$ cat src/rtl/riscv_pkg.sv
// Shared RV32I encoding constants: request class codes, major opcodes and
// per-class field-usage helpers used by the encoder and its immediate packer.
package riscv_pkg;

  typedef enum logic [2:0] {
    CLS_LOAD   = 3'd0,
    CLS_STORE  = 3'd1,
    CLS_BRANCH = 3'd2,
    CLS_ITYPE  = 3'd3,
    CLS_RTYPE  = 3'd4,
    CLS_JAL    = 3'd5
  } instr_class_e;

  localparam logic [6:0] OP_LOAD   = 7'b0000011;
  localparam logic [6:0] OP_STORE  = 7'b0100011;
  localparam logic [6:0] OP_BRANCH = 7'b1100011;
  localparam logic [6:0] OP_ITYPE  = 7'b0010011;
  localparam logic [6:0] OP_RTYPE  = 7'b0110011;
  localparam logic [6:0] OP_JAL    = 7'b1101111;

  function automatic logic class_legal(input logic [2:0] cls);
    class_legal = (cls <= 3'd5);
  endfunction

  // ITYPE funct3 001 (SLLI) and 101 (SRLI/SRAI) carry a shamt, not a 12-bit immediate.
  function automatic logic is_shift(input logic [2:0] f3);
    is_shift = (f3 == 3'b001) || (f3 == 3'b101);
  endfunction

  function automatic logic [6:0] class_opcode(input logic [2:0] cls);
    case (cls)
      CLS_LOAD:   class_opcode = OP_LOAD;
      CLS_STORE:  class_opcode = OP_STORE;
      CLS_BRANCH: class_opcode = OP_BRANCH;
      CLS_ITYPE:  class_opcode = OP_ITYPE;
      CLS_RTYPE:  class_opcode = OP_RTYPE;
      CLS_JAL:    class_opcode = OP_JAL;
      default:    class_opcode = 7'b0000000;
    endcase
  endfunction

  function automatic logic uses_rd(input logic [2:0] cls);
    uses_rd = (cls == CLS_LOAD) || (cls == CLS_ITYPE) || (cls == CLS_RTYPE) || (cls == CLS_JAL);
  endfunction

  function automatic logic uses_rs1(input logic [2:0] cls);
    uses_rs1 = (cls <= 3'd4);
  endfunction

  function automatic logic uses_rs2(input logic [2:0] cls);
    uses_rs2 = (cls == CLS_STORE) || (cls == CLS_BRANCH) || (cls == CLS_RTYPE);
  endfunction

endpackage

$ cat src/rtl/imm_packer.sv
// Combinational immediate scatter and range check: places imm bits at their
// instruction positions for the given class and flags whether imm fits.
module imm_packer
  import riscv_pkg::*;
(
  input  logic [2:0]  in_class,
  input  logic [2:0]  funct3,
  input  logic [31:0] imm,
  output logic [31:0] imm_bits,
  output logic        imm_ok
);

  logic fits_s12;
  logic fits_s13;
  logic fits_s21;
  logic fits_shamt;

  // A value fits n signed bits when everything from bit n-1 upward is a pure sign extension.
  assign fits_s12   = (&imm[31:11]) || !(|imm[31:11]);
  assign fits_s13   = (&imm[31:12]) || !(|imm[31:12]);
  assign fits_s21   = (&imm[31:20]) || !(|imm[31:20]);
  assign fits_shamt = !(|imm[31:5]);

  always_comb begin
    imm_bits = '0;
    imm_ok   = 1'b0;
    case (in_class)
      CLS_LOAD: begin
        imm_bits[31:20] = imm[11:0];
        imm_ok          = fits_s12;
      end
      CLS_ITYPE: begin
        if (is_shift(funct3)) begin
          imm_bits[24:20] = imm[4:0];
          imm_ok          = fits_shamt;
        end else begin
          imm_bits[31:20] = imm[11:0];
          imm_ok          = fits_s12;
        end
      end
      CLS_STORE: begin
        imm_bits[31:25] = imm[11:5];
        imm_bits[11:7]  = imm[4:0];
        imm_ok          = fits_s12;
      end
      CLS_BRANCH: begin
        imm_bits[31]    = imm[12];
        imm_bits[30:25] = imm[10:5];
        imm_bits[11:8]  = imm[4:1];
        imm_bits[7]     = imm[11];
        imm_ok          = fits_s13 && !imm[0];
      end
      CLS_RTYPE: begin
        imm_ok = 1'b1;
      end
      CLS_JAL: begin
        imm_bits[31]    = imm[20];
        imm_bits[30:21] = imm[10:1];
        imm_bits[20]    = imm[11];
        imm_bits[19:12] = imm[19:12];
        imm_ok          = fits_s21 && !imm[0];
      end
      default: begin
        imm_ok = 1'b0;
      end
    endcase
  end

endmodule

$ cat src/rtl/instr_encoder.sv
// RV32I instruction encoder: one registered output word, accepted request shows next cycle;
// accepts only while the output slot is empty or draining; start/reset drop the pending word.
module instr_encoder
  import riscv_pkg::*;
#(
  parameter int ADDR_W = 10
) (
  input  logic              clk,
  input  logic              rst,
  input  logic              start,
  input  logic              in_valid,
  output logic              in_ready,
  input  logic [2:0]        in_class,
  input  logic [4:0]        rd,
  input  logic [4:0]        rs1,
  input  logic [4:0]        rs2,
  input  logic [2:0]        funct3,
  input  logic              funct7b5,
  input  logic [31:0]       imm,
  output logic              out_valid,
  input  logic              out_ready,
  output logic [31:0]       out_instr,
  output logic [ADDR_W-1:0] out_addr,
  output logic              err
);

  logic              out_valid_q, out_valid_d;
  logic [31:0]       instr_q, instr_d;
  logic [ADDR_W-1:0] addr_q, addr_d;
  logic              err_q, err_d;

  logic [31:0] imm_bits;
  logic        imm_ok;
  logic [31:0] enc_word;
  logic        legal;
  logic        accept;
  logic        out_hs;
  logic        use_b5;

  imm_packer u_imm_packer (
    .in_class (in_class),
    .funct3   (funct3),
    .imm      (imm),
    .imm_bits (imm_bits),
    .imm_ok   (imm_ok)
  );

  assign in_ready = (!out_valid_q || out_ready) && !start;
  assign accept   = in_valid && in_ready;
  assign out_hs   = out_valid_q && out_ready && !start;
  assign legal    = class_legal(in_class) && imm_ok;
  assign use_b5   = (in_class == CLS_RTYPE) || ((in_class == CLS_ITYPE) && is_shift(funct3));

  // Register and funct fields overlay the zero gaps left by the immediate scatter.
  always_comb begin
    enc_word      = imm_bits;
    enc_word[6:0] = class_opcode(in_class);
    if (uses_rd(in_class))  enc_word[11:7]  = rd;
    if (uses_rs1(in_class)) enc_word[14:12] = funct3;
    if (uses_rs1(in_class)) enc_word[19:15] = rs1;
    if (uses_rs2(in_class)) enc_word[24:20] = rs2;
    if (use_b5)             enc_word[30]    = funct7b5;
  end

  // out_addr always names the slot of the next word to be emitted.
  always_comb begin
    out_valid_d = out_valid_q;
    instr_d     = instr_q;
    addr_d      = addr_q;
    err_d       = 1'b0;
    if (out_hs) begin
      out_valid_d = 1'b0;
      addr_d      = addr_q + ADDR_W'(4);
    end
    if (accept) begin
      if (legal) begin
        out_valid_d = 1'b1;
        instr_d     = enc_word;
      end else begin
        err_d = 1'b1;
      end
    end
    if (start) begin
      out_valid_d = 1'b0;
      addr_d      = '0;
    end
  end

  always_ff @(posedge clk or posedge rst) begin
    if (rst) begin
      out_valid_q <= 1'b0;
      instr_q     <= '0;
      addr_q      <= '0;
      err_q       <= 1'b0;
    end else begin
      out_valid_q <= out_valid_d;
      instr_q     <= instr_d;
      addr_q      <= addr_d;
      err_q       <= err_d;
    end
  end

  assign out_valid = out_valid_q;
  assign out_instr = instr_q;
  assign out_addr  = addr_q;
  assign err       = err_q;

endmodule

$ cat config.mk
export PLATFORM = sky130hd
export DESIGN_NAME = instr_encoder
export DESIGN_NICKNAME = d
export VERILOG_FILES = /design/src/rtl/riscv_pkg.sv /design/src/rtl/imm_packer.sv /design/src/rtl/instr_encoder.sv
export SDC_FILE = /design/constraint.sdc
export NUM_CORES = 1
export LEC_CHECK = 0
export CORE_MARGIN = 3
export CORE_UTILIZATION = 39
export DETAILED_ROUTE_END_ITERATION = 16
export GPL_TIMING_DRIVEN = 0
export PLACE_DENSITY = 0.77
export RECOVER_POWER = 25
export SYNTH_ARGS = -nofsm -noshare
export SYNTH_HDL_FRONTEND = slang
export SYNTH_SLANG_ARGS = --single-unit
$ cat constraint.sdc
create_clock -name clk -period 1.7 [get_ports clk]
set_clock_uncertainty 0.15 [all_clocks]
set_input_delay 0.255 -clock clk [delete_from_list [all_inputs] [get_ports clk]]
set_output_delay 0.255 -clock clk [all_outputs]
set_load 0.02 [all_outputs]
* Word-level counts from Yosys, hierarchy flattened
Cells that the tools add are included. W data, S select, Z words.
Word-level totals: bits in registers 44, output and inout port bits 45, input port bits 59, logic and storage cells 73
Operators by class: magnitude comparators 2, multiplexer cells 21, add/sub/neg operators 1, reduce and logical (&&, ||, !) cells 38, equality and inequality tests 7
Operators by type and width (count):
- $pmux W7 S6 | 1
- $pmux W7 S4 | 1
- $reduce_or A27 Y1 | 1
- $reduce_and A21 Y1 | 1
- $reduce_or A21 Y1 | 1
- $mux W10 | 2
- $pmux W5 S2 | 2
- $reduce_and A20 Y1 | 1
- $reduce_or A20 Y1 | 1
- $mux W5 | 3
- $reduce_and A12 Y1 | 1
- $reduce_or A12 Y1 | 1
- $logic_or A1 B1 Y1 | 11
- $add A10 B3 Y10 const B | 1
- $eq A3 B3 Y1 const B | 3
- $logic_and A1 B1 Y1 | 8
- $mux W1 | 8
- $mux W8 | 1
- $logic_not A1 Y1 | 7
- $mux W7 | 1
- $eq A3 B1 Y1 const B | 2
- $eq A3 B2 Y1 const B | 2
- $le A3 B3 Y1 const B | 2
- $pmux W1 S5 | 1
- 5 further kinds | 6

* Depth between registers and ports, before layout
depth after elaboration 9, mapped depth 8, depth with buffers taken out 5

* Hierarchy
Synthesis repeated with hierarchy kept, for this count alone.
Unflattened totals: cells, all modules 253, area total of the unflattened synthesis 2427.3 um2
By module, submodules not included:
- instr_encoder | area an instance 1909.3 um2, times used 1, cells an instance 173, sequential area each 1001.0 um2
- imm_packer | area an instance 518.0 um2, times used 1, cells an instance 80, sequential area each 0.0 um2

* Least setup slack after synthesis
OpenSTA, ideal clock, no wires.
path kind in2reg, start point input in_class[2], end point register instr_q[20], in the netlist out_instr[20], slack -0.393 ns, cell stages on the path 7, path buffers 2, arrival time 1.818 ns, library setup time 0.125 ns, required time 1.425 ns, cells stage by stage buf_6 > or3b_4 > o32ai_4 > o2bb2ai_2 > o311a_4 > buf_6 > mux2_2
On the way: word-level cells in the longest chain between the ends 5, elaborated cells on any way between the ends 16, those cells by class order compare (1); eq/ne (5); mux (3); reduce/logical (7)
Ends and longest elaborated chain:
- from (decl) | line instr_encoder.sv:13 | input logic [2:0] in_class,
- $eq A3 B1 Y1 / $logic_not A3 Y1 (equally long branches) | line riscv_pkg.sv:51, imm_packer.sv:27
- $reduce_or A2 Y1 (no line)
- $pmux W1 S5 | line imm_packer.sv:27 | case (in_class)
- $logic_and A1 B1 Y1 | line instr_encoder.sv:51 | assign legal = class_legal(in_class) && imm_ok;
- $reduce_and A2 Y1 (no line)
- to (signal assigned) | line instr_encoder.sv:97 | instr_q <= instr_d;
- to (decl) | line instr_encoder.sv:28 | logic [31:0] instr_q, instr_d;
Parallel ways exist; a longest one is shown, timed or not. A chain may end at the register's enable or synchronous reset.

* Worst setup path in the final report
start point input in_class[0], end point register instr_q[22], in the netlist out_instr[22]
The elaborated chain is that of the path after synthesis.

==> results.tsv <==
metric	value	unit
dr.pass1.iters	4	
nets	442	
final_hold_viol_count	0	
violations	negative setup slack	
finish.utilization	0.682	
syn_to_final_growth	64.3	%
start_util	0.415	
drv_slew	0	
p_int	2300	µW
worst_slew_pin_slew	0.837	ns
timing.final.crit_share	1.17	
root_buffer	clkbuf_8	
combPwrFrac	0.379	
ant_nets	0	
grt_first_pass_wirelength	13100	µm
synth_area	2540	µm²
cp-start-kind	primary input	
routed-via-count	2567	
die_height	86.8	µm
net-switching-power	1040	µW
synth_top_flop_cell	dfrtp_1	
synth_common_cells	40 x dfrtp_1, 24 x a21oi_1, 18 x mux2i_1	
wl_per_cell	17.9	µm
syn-instance-count	256	
synth-async-reset-ratio	1.00	
worstPathCellList	buf_12 > or3b_4 > o32ai_4 > o2bb2ai_2 > o311a_4 > buf_12 > buf_8 > mux2_4	
clockBufferDepth	2	
switching_share	0.312	
setup_viol_count_final	31	
dieArea	7530	µm²
cp_slowest_stage_delay	0.42	ns
cts_tree	built	
slew_headroom	0.441	
period_needed	1.98	ns
path_class	in2reg	
io_buffers	98	
io-pin-count	104	
grt_max_degree	41	
worstPathArrival	2.01	ns
grt.overflow.total	0	
drive_above_1_share	0.295	
clock_sinks	40	
place_ws	-1.10	ns
p_total	3350	µW
finalNonFillerCells	458	
cpMaxStageDelayCell	or3b_4	
rsz0062_at_grt	yes	
diodes	0	
seq_area_frac_synth	0.394	
end_kind	register	
fmax	505	MHz
dpl.hpwl	5650	µm
fin_ws	-0.282	ns
power_frac_seq	0.364	
cp_data_required_time	1.73	ns
grtUsageTotal	0.219	
hp-class	in2reg	
status	finished, violations left	
dp.cells	430	
crit_top_cell	buf_12	
maxCapViolCount	0	
p_per_area	801	nW/µm²
clkPwrFrac	0.257	
clk_pin_slew	0.08	ns
htreeDepth	2	
clock_latency	0.29	ns
leakagePower	0.00197	µW
syn_avg_cell_area	9.94	µm²
yosysTopAreaCell	dfrtp_1	
yosys-top-cells-area	dfrtp_1 39%, mux2_2 7.5%, mux2i_1 7.1%, a21oi_1 4.7%, o2bb2ai_1 2.8%	
synth_top_area_frac	0.394	
fp-row-count	28	
via_per_inst	5.60	
drc	0	
peakVddDrop	0.000553	V
cts-buffers-inserted	5	
core_area	6130	µm²
synth_seq_cells	40	
ys_types	50	
grt_pass1_vias	2575	
place_congestion	0.856	
antenna_found_initial	0	
synth_edf_count	0	
synth.most_common_cell	dfrtp_1	
drt_iter0_markers	156	
fp.dieW	86.8	µm
routed_wirelength	8210	µm
path_max_fanout	5	
yosysWarnings	0	
[power groups by stage]
stage	Clock [µW]	Sequential [µW]	Combinational, µW
floorplan	0	1440	384
global route	917	1240	1340
detailed placement	0	1230	1200
finish	861	1220	1270
global placement	0	1230	1180
CTS	863	1220	1260
[cell usage in the layout, fill, tap and decap left out, drive strengths merged, types with 8 or more instances in the layout]
cell type,count
inv,14
dlymetal6s2s,14
a21oi,24
clkbuf,17
a22oi,9
dfrtp,40
dlygate4sd2,12
nand4,8
nand2,15
nor4,8
mux2i,18
mux2,19
o2bb2ai,9
nor2,11
clkdlybuf4s50,40
buf,57
[layer usage]
metal | GRT usage | share of wire | vias to the layer above
met2 | 0.400 | 0.53 | 84
met5 | 0 | 0 | -
li1 | - | - | 1198
met1 | 0.277 | 0.41 | 1274
met3 | 0.0247 | 0.046 | 11
met4 | 0.0496 | 0.016 | 0
[kinds of logic after synthesis]
| family | count (synthesis) | share of synthesized area |
|---|---|---|
| adders and majority gates | 1 | 0.00492 |
| AOI/OAI and AO/OA | 68 | 0.193 |
| other | 1 | 0.00147 |
| xor gates and xnor gates | 6 | 0.0207 |
| DFF | 40 | 0.394 |
| buffers and inverters | 34 | 0.0787 |
| muxes | 37 | 0.158 |
| and+or+nand+nor | 69 | 0.150 |
[worst max-delay path: cells and delay by family]
kind / cells / cell delay (ns)
compound gates: 3 / 0.69
simple gates: 1 / 0.42
buf+inv: 3 / 0.34
mux: 1 / 0.30
[path summary, 6_finish.rpt]
check,start,to,slack [ns],cells past startpoint
min,imm[9],out_instr[29],0.07,3
min reg2reg,out_instr[4],out_instr[4],0.36,1
max in group asynchronous,rst,out_instr[20],0.43,2
max,in_class[0],out_instr[22],-0.28,8
min in group asynchronous,rst,out_instr[10],0.43,2
max reg2reg,out_valid,out_instr[22],-0.08,6
[flip-flops by register name, indices dropped and copies added, names as in the netlist]
| register | flops |
|---|---|
| out_valid | 1 |
| out_instr | 30 |
| out_addr | 8 |
| err | 1 |
[cell type report]
class | instances | area, µm²
Clock inverter | 1 | 30.0
Inverter | 14 | 52.6
Clock buffer | 7 | 96.3
Multi-Input combinational cell | 183 | 1570
Fill cell | 443 | 1950
Tap cell | 75 | 93.8
Sequential cell | 40 | 1000
Timing Repair Buffer | 118 | 1160
Buffer | 20 | 170
[metrics by stage]
step,TNS [ns],cell area [µm²],hold WS [ns]
2_1_floorplan,-10.14,2590,0.242
3_3_place_gp,-51.94,3660,0.337
3_5_place_dp,-33.37,3660,0.345
4_1_cts,-6.73,4090,0.181
5_1_grt,-6.99,4180,0.0897
6_report,-5.86,4180,0.0744
[repair_timing]
action / 4_1_cts / 5_1_grt
hold endpoints to repair: 0 / 0
pin swaps: 18 / 13
gates resized for setup: 161 / 46
cloned: 3 / 0
setup endpoints to repair: 46 / 47
buffers inserted: 14 / 4
hold buffers: 0 / 0
Power figures use the tool's default switching activity.
